### config.mk
export PLATFORM = sky130hd
export DESIGN_NAME = booth_mult_sequencer
export DESIGN_NICKNAME = d
export VERILOG_FILES = /design/src/rtl/booth_mult_sequencer.sv
export SDC_FILE = /design/constraint.sdc
export NUM_CORES = 1
export LEC_CHECK = 0
export ABC_CLOCK_PERIOD_IN_PS = 2300
export CAP_MARGIN = 40
export CORE_MARGIN = 2
export CORE_UTILIZATION = 30
export DETAILED_ROUTE_END_ITERATION = 6
export GPL_ROUTABILITY_DRIVEN = 0
export GPL_TIMING_DRIVEN = 0
export PLACE_DENSITY = 0.65
export SYNTH_ARGS = -nofsm -noshare
export SYNTH_HDL_FRONTEND = slang
export SYNTH_SLANG_ARGS = --single-unit
### constraint.sdc
create_clock -name clock -period 2.3 [get_ports clock]
set_input_delay 0.23 -clock clock [delete_from_list [all_inputs] [get_ports clock]]
set_output_delay 0.23 -clock clock [all_outputs]
set_load 0.02 [all_outputs]
### src/rtl/booth_mult_sequencer.sv
// Radix-2 Booth sequential signed multiplier controller. Drives a shared external
// W-bit adder (A, B, carry-in) and shifts its sum into the HI/LO product pair.
module booth_mult_sequencer #(
  parameter int W = 32
) (
  input  logic         clock,
  input  logic         reset,
  input  logic         ctrl_MULT,
  input  logic [W-1:0] data_operandA,
  input  logic [W-1:0] data_operandB,
  output logic [W-1:0] adder_a,
  output logic [W-1:0] adder_b,
  output logic         adder_cin,
  input  logic [W-1:0] adder_sum,
  output logic [W-1:0] data_result,
  output logic         data_exception,
  output logic         data_resultRDY,
  output logic         busy
);

  localparam int CW = $clog2(W + 1);
  localparam logic [CW-1:0] LAST = CW'(W - 1);

  typedef enum logic [1:0] {IDLE, RUN, DONE} state_t;

  state_t         state_q, state_d;
  logic [W-1:0]   m_q, m_d;
  logic [W-1:0]   hi_q, hi_d;
  logic [W-1:0]   lo_q, lo_d;
  logic           qm1_q, qm1_d;
  logic [CW-1:0]  cnt_q, cnt_d;
  logic [W-1:0]   result_q, result_d;
  logic           exc_q, exc_d;
  logic           ovf;
  logic           sumSign;

  always_ff @(posedge clock) begin
    if (reset) begin
      state_q <= IDLE;
    end else begin
      state_q <= state_d;
    end
  end

  always_comb begin
    state_d = state_q;
    case (state_q)
      IDLE:    if (ctrl_MULT) state_d = RUN;
      RUN:     if (cnt_q == LAST) state_d = DONE;
      DONE:    state_d = IDLE;
      default: state_d = IDLE;
    endcase
  end

  always_comb begin
    adder_a        = '0;
    adder_b        = '0;
    adder_cin      = 1'b0;
    data_resultRDY = 1'b0;
    busy           = 1'b0;
    case (state_q)
      RUN: begin
        busy    = 1'b1;
        adder_a = hi_q;
        case ({lo_q[0], qm1_q})
          2'b01:   adder_b = m_q;
          2'b10: begin
            adder_b   = ~m_q;
            adder_cin = 1'b1;
          end
          default: adder_b = '0;
        endcase
      end
      DONE: begin
        busy           = 1'b1;
        data_resultRDY = 1'b1;
      end
      default: ;
    endcase
  end

  // Recover the (W+1)th bit of HI+addend so the arithmetic shift keeps the true sign.
  assign ovf     = (adder_a[W-1] == adder_b[W-1]) & (adder_sum[W-1] != adder_a[W-1]);
  assign sumSign = adder_sum[W-1] ^ ovf;

  always_comb begin
    m_d      = m_q;
    hi_d     = hi_q;
    lo_d     = lo_q;
    qm1_d    = qm1_q;
    cnt_d    = cnt_q;
    result_d = result_q;
    exc_d    = exc_q;
    case (state_q)
      IDLE: begin
        if (ctrl_MULT) begin
          m_d   = data_operandA;
          hi_d  = '0;
          lo_d  = data_operandB;
          qm1_d = 1'b0;
          cnt_d = '0;
        end
      end
      RUN: begin
        hi_d  = {sumSign, adder_sum[W-1:1]};
        lo_d  = {adder_sum[0], lo_q[W-1:1]};
        qm1_d = lo_q[0];
        cnt_d = cnt_q + CW'(1);
        if (cnt_q == LAST) begin
          result_d = lo_d;
          exc_d    = (hi_d != {W{lo_d[W-1]}});
        end
      end
      default: ;
    endcase
  end

  always_ff @(posedge clock) begin
    if (reset) begin
      m_q      <= '0;
      hi_q     <= '0;
      lo_q     <= '0;
      qm1_q    <= 1'b0;
      cnt_q    <= '0;
      result_q <= '0;
      exc_q    <= 1'b0;
    end else begin
      m_q      <= m_d;
      hi_q     <= hi_d;
      lo_q     <= lo_d;
      qm1_q    <= qm1_d;
      cnt_q    <= cnt_d;
      result_q <= result_d;
      exc_q    <= exc_d;
    end
  end

  assign data_result    = result_q;
  assign data_exception = exc_q;

endmodule

Yosys cells after proc, flatten, opt, wreduce, memory -nomap -nowiden:

Cells that the tools add are included.

* output and inout bits: 100
* logic and storage cells: 47
* input port bits: 99
* flip-flop bits (word level): 138

* muxes and demuxes: 18
* add/subtract/negate cells: 1
* bitwise logic cells: 3
* reductions and logical operators: 7
* equal/unequal tests: 10

Operators by type and width (number)
* $pmux 32 s2: 3
* $mux 32: 4
* $ne 32x32->1: 1
* $not 32->32: 1
* $pmux 6 s2: 1
* $reduce_and 2->1: 4
* $add 6x1->6 const B: 1
* $eq 6x5->1 const B: 1
* $mux 6: 1
* $mux 1: 5
* $eq 2x1->1 const B: 2
* $eq 2x2->1 const B: 2
* $mux 2: 2
* $ne 2x2->1 const B: 2
* $pmux 2 s2: 1
* $logic_not 2->1: 1
* $pmux 1 s2: 1
* $reduce_bool 2->1: 1
* $reduce_or 2->1: 1
* $and 1x1->1: 1
* $eq 1x1->1: 1
* $ne 1x1->1: 1
* $xor 1x1->1: 1

Logic depth before layout (Yosys ltp):

* word-level depth: 7
* depth in mapped cells: 9
* gate-level depth less buffers: 7

Worst setup path before layout:

Ideal clock, no wire load.

* path type: reg2out
* from: register state_q[1]
* to: output port adder_b[10]
* slack: 0.485 ns
* path buffers: 4
* arrival time: 1.585 ns
* data required time: 2.070 ns
* stages on the path, launching flop included: 9
* path through: dfxtp_1 -> inv_1 -> ha_1 -> buf_4 -> inv_1 -> buf_4 -> buf_2 -> buf_2 -> nor2_1

* longest elaborated chain between the ends: 2

Ends and longest elaborated chain
* from (decl): RTL line 26 `state_t state_q, state_d;`
* from (signal assigned): RTL line 41 `state_q <= state_d;`
* $eq 2x1->1: RTL line 61 `case (state_q)`
* $mux 32: RTL line 61
* to (decl): RTL line 12 `output logic [W-1:0] adder_b,`

No other way between the ends.

Final worst setup path:

* from: register state_q[1]
* to: output port adder_b[24]

Same word-level chain as after synthesis.

==> metrics.yaml <==
clk_latency_ns: 0.42
worstHoldPathCells: 3
fmax_mhz: 451
die_area_um2: 24200
drc: 0
cts_max_path_buffers: 2
r2r_end: "lo_q[15]$_SDFFE_PP0P_"
holdWs_ns: 0.208
holdBufCountCts: 0
reg2reg_depth: 8
ys.flop_type: "dfxtp_1"
start_util_pct: 30.5
die_w_um: 156
worst_slew_pin_slew_ns: 0.796
relSlewSlack_pct: 47.0
cts_root_buffer: "clkbuf_16"
clock_sinks: 138
whs_endpoint: "data_result[31]$_SDFFE_PP0P_"
synthToLayoutAreaGrowth_pct: 41.0
syn_area_um2: 6890
ys.warnings.count: 0
ant_nets: 0
critical_path_class: "flip-flop to primary output"
final-instance-count-excl-fill: 1448
setup_viol: 0
routedWlPerCell_um: 15.5
arrival_ns: 1.99
hold_class: "input port to flip-flop"
finalCritPeriodShare_pct: 96.5
slew_viol_final: 0
end_kind: "primary output"
via_per_inst: 4.97
yosysTopAreaCell: "dfxtp_1"
synth_seq_cells: 138
synth_fp_nets: 1040
min-delay-start: "adder_sum[0]"
hold_viol_final: 0
vias: 7191
drv.max_cap_violation_count: 0
netlist.area_leader.share_pct: 40.1
drive_above_1_share_pct: 13.2
status: "finished clean"
synthCells: 936
timing.rr.start: "state_q[1]$_SDFFE_PP0P_"
drt-initial-drc-count: 389
gr-total-overflow: 0
ys_types: 38
antenna_cells: 0
clkTransAtPathRegs_ns: 0.06
cts_tree: "done"
place.port_buffers: 195
die_h_um: 156
top_usage_layer: "met2"
cp_max_fo: 10
routed_wl_um: 22400
synth-seq-area-share_pct: 40.1
power_density_nw_per_um2: 770
dr.pass1.iters: 5
dpl.cell_count: 1416
synth.avg_cell_area_um2: 7.36
worstSetupStartpointType: "flip-flop"
htreeDepth: 4
ios: 199
grt_pass1_wl_um: 35100
fp-row-count: 55
ir_drop_uv: 469
synth_top_cells_by_area: "dfxtp_1 (40%), nand2_1 (11%), a21oi_1 (9.2%), nor2_1 (8.5%), a2111oi_2 (6.8%)"
grtUsageMet2_pct: 29.8
core_area_um2: 22600
leakage_nw: 3.64
async_flop_share_pct: 0
numCtsBuffers: 17
clock_skew_ns: 0.00897
hpwlAfterDp_um: 16300
synth-edff-count: 0
layout_common_cells: "nand2_1 (204), nor2_1 (156), dfxtp_1 (138), clkdlybuf4s50_1 (131), a21oi_1 (127)"
grt_use_total_pct: 18.1
final_common_cell: "nand2_1"
required_ns: 2.07
antenna_found_initial: 0
finalNetCount: 1254
grt_pass1_vias: 6865
grt_start_max_net_pins: 17
period_minus_slack_ns: 2.22
globalRouteMet3Util_pct: 4.21
grtUsageMet1_pct: 23.3
reg2reg_slack_ns: 0.35
rsz0062_at_grt: "true"
[through the flow]
stage	instance area, um^2	util, %	TNS [ns]	power (mW)	setup slack [ns]
after floorplan	6890	-	0	3.91	0.485
after global placement	9200	40.7	-6.24	4.52	-0.249
after detailed placement	9200	40.7	-7.05	4.56	-0.267
after CTS	9820	43.5	0	7.55	0.000545
after global routing	9710	43.0	-0.0891	7.84	-0.0891
final	9710	43.0	0	7.48	0.0806
[power breakdown]
part | internal, mW | total (mW) | switching [mW]
sequential | 2.59 | 2.75 | 0.165
clock | 1.90 | 2.98 | 1.08
combinational | 0.700 | 1.75 | 1.05
total | 5.18 | 7.48 | 2.30
[cells in the mapped netlist (3+ instances only)]
master	number
nand2_1	204
nor2_1	156
dfxtp_1	138
a21oi_1	127
nand3_1	37
clkbuf_1	36
and2_1	34
nand3b_1	32
a2111oi_2	31
buf_2	29
o21ai_0	22
o21ai_1	12
buf_4	10
nand4_1	7
nor3_1	7
nor4_1	6
buf_1	5
ha_1	5
o22a_1	5
buf_6	4
inv_1	4
a31oi_1	3
nand2b_1	3
xor2_1	3
[layout make-up]
type                    count  area (um^2)
inverters                   4         15.0
fillers                  2327        12900
well taps                 285          357
flip-flops and latches    138         2760
plain buffers              83          459
clock inverters            11          168
multi-input cells         710         3690
repair buffers            196         1790
clock buffers              21          470
[state kept, by name, summed over array words and instances, names as in the netlist]
| name | count |
|---|---|
| qm1_q | 1 |
| m_q | 32 |
| state_q | 2 |
| cnt_q | 6 |
| hi_q | 32 |
| lo_q | 32 |
| data_exception | 1 |
| data_result | 32 |
[cells by family after synthesis]
logic type               share of synthesized area [%]
buffers and inverters                             6.30
AND/OR/NAND/NOR                                   31.6
XOR/XNOR                                         0.382
AO/OA/AOI/OAI                                     20.6
adder cells (fa/ha/maj)                          0.908
flip-flops                                        40.1
multiplexers                                     0.145
[metal layers]
layer,up-vias,share of wire [%]
met2,175,47
met5,-,0
met1,3396,46
met3,31,5.1
met4,0,2.0
li1,3589,-
[worst max-delay path, cell delays in order (launching register included)]
cell and delay [ns]:
dfxtp_1 0.32, inv_1 0.10, ha_1 0.17, buf_6 0.16, inv_1 0.09, buf_12 0.14
buf_4 0.16, nor2_1 0.11, clkdlybuf4s15_1 0.31
[timing repair]
action / 4_1_cts / 5_1_grt
hold endpoints to repair: 0 / 0
resized for setup: 115 / 67
endpoints found under the setup margin: 64 / 60
setup buffers: 1 / 0
[worst max-delay path by stage]
stage	slack [ns]	startpoint	to	cells after the start
detailed placement	-0.27	state_q[1]$_SDFFE_PP0P_	adder_b[14]	9
floorplan	0.49	state_q[1]$_SDFFE_PP0P_	adder_b[10]	8
finish	0.08	state_q[1]$_SDFFE_PP0P_	adder_b[24]	8
global route	-0.09	qm1_q$_SDFFE_PP0P_	adder_b[24]	7
global placement	-0.25	state_q[1]$_SDFFE_PP0P_	adder_b[14]	9
CTS	0.0005	state_q[1]$_SDFFE_PP0P_	adder_b[29]	8
Note: power is estimated with default switching activity, not from simulation.
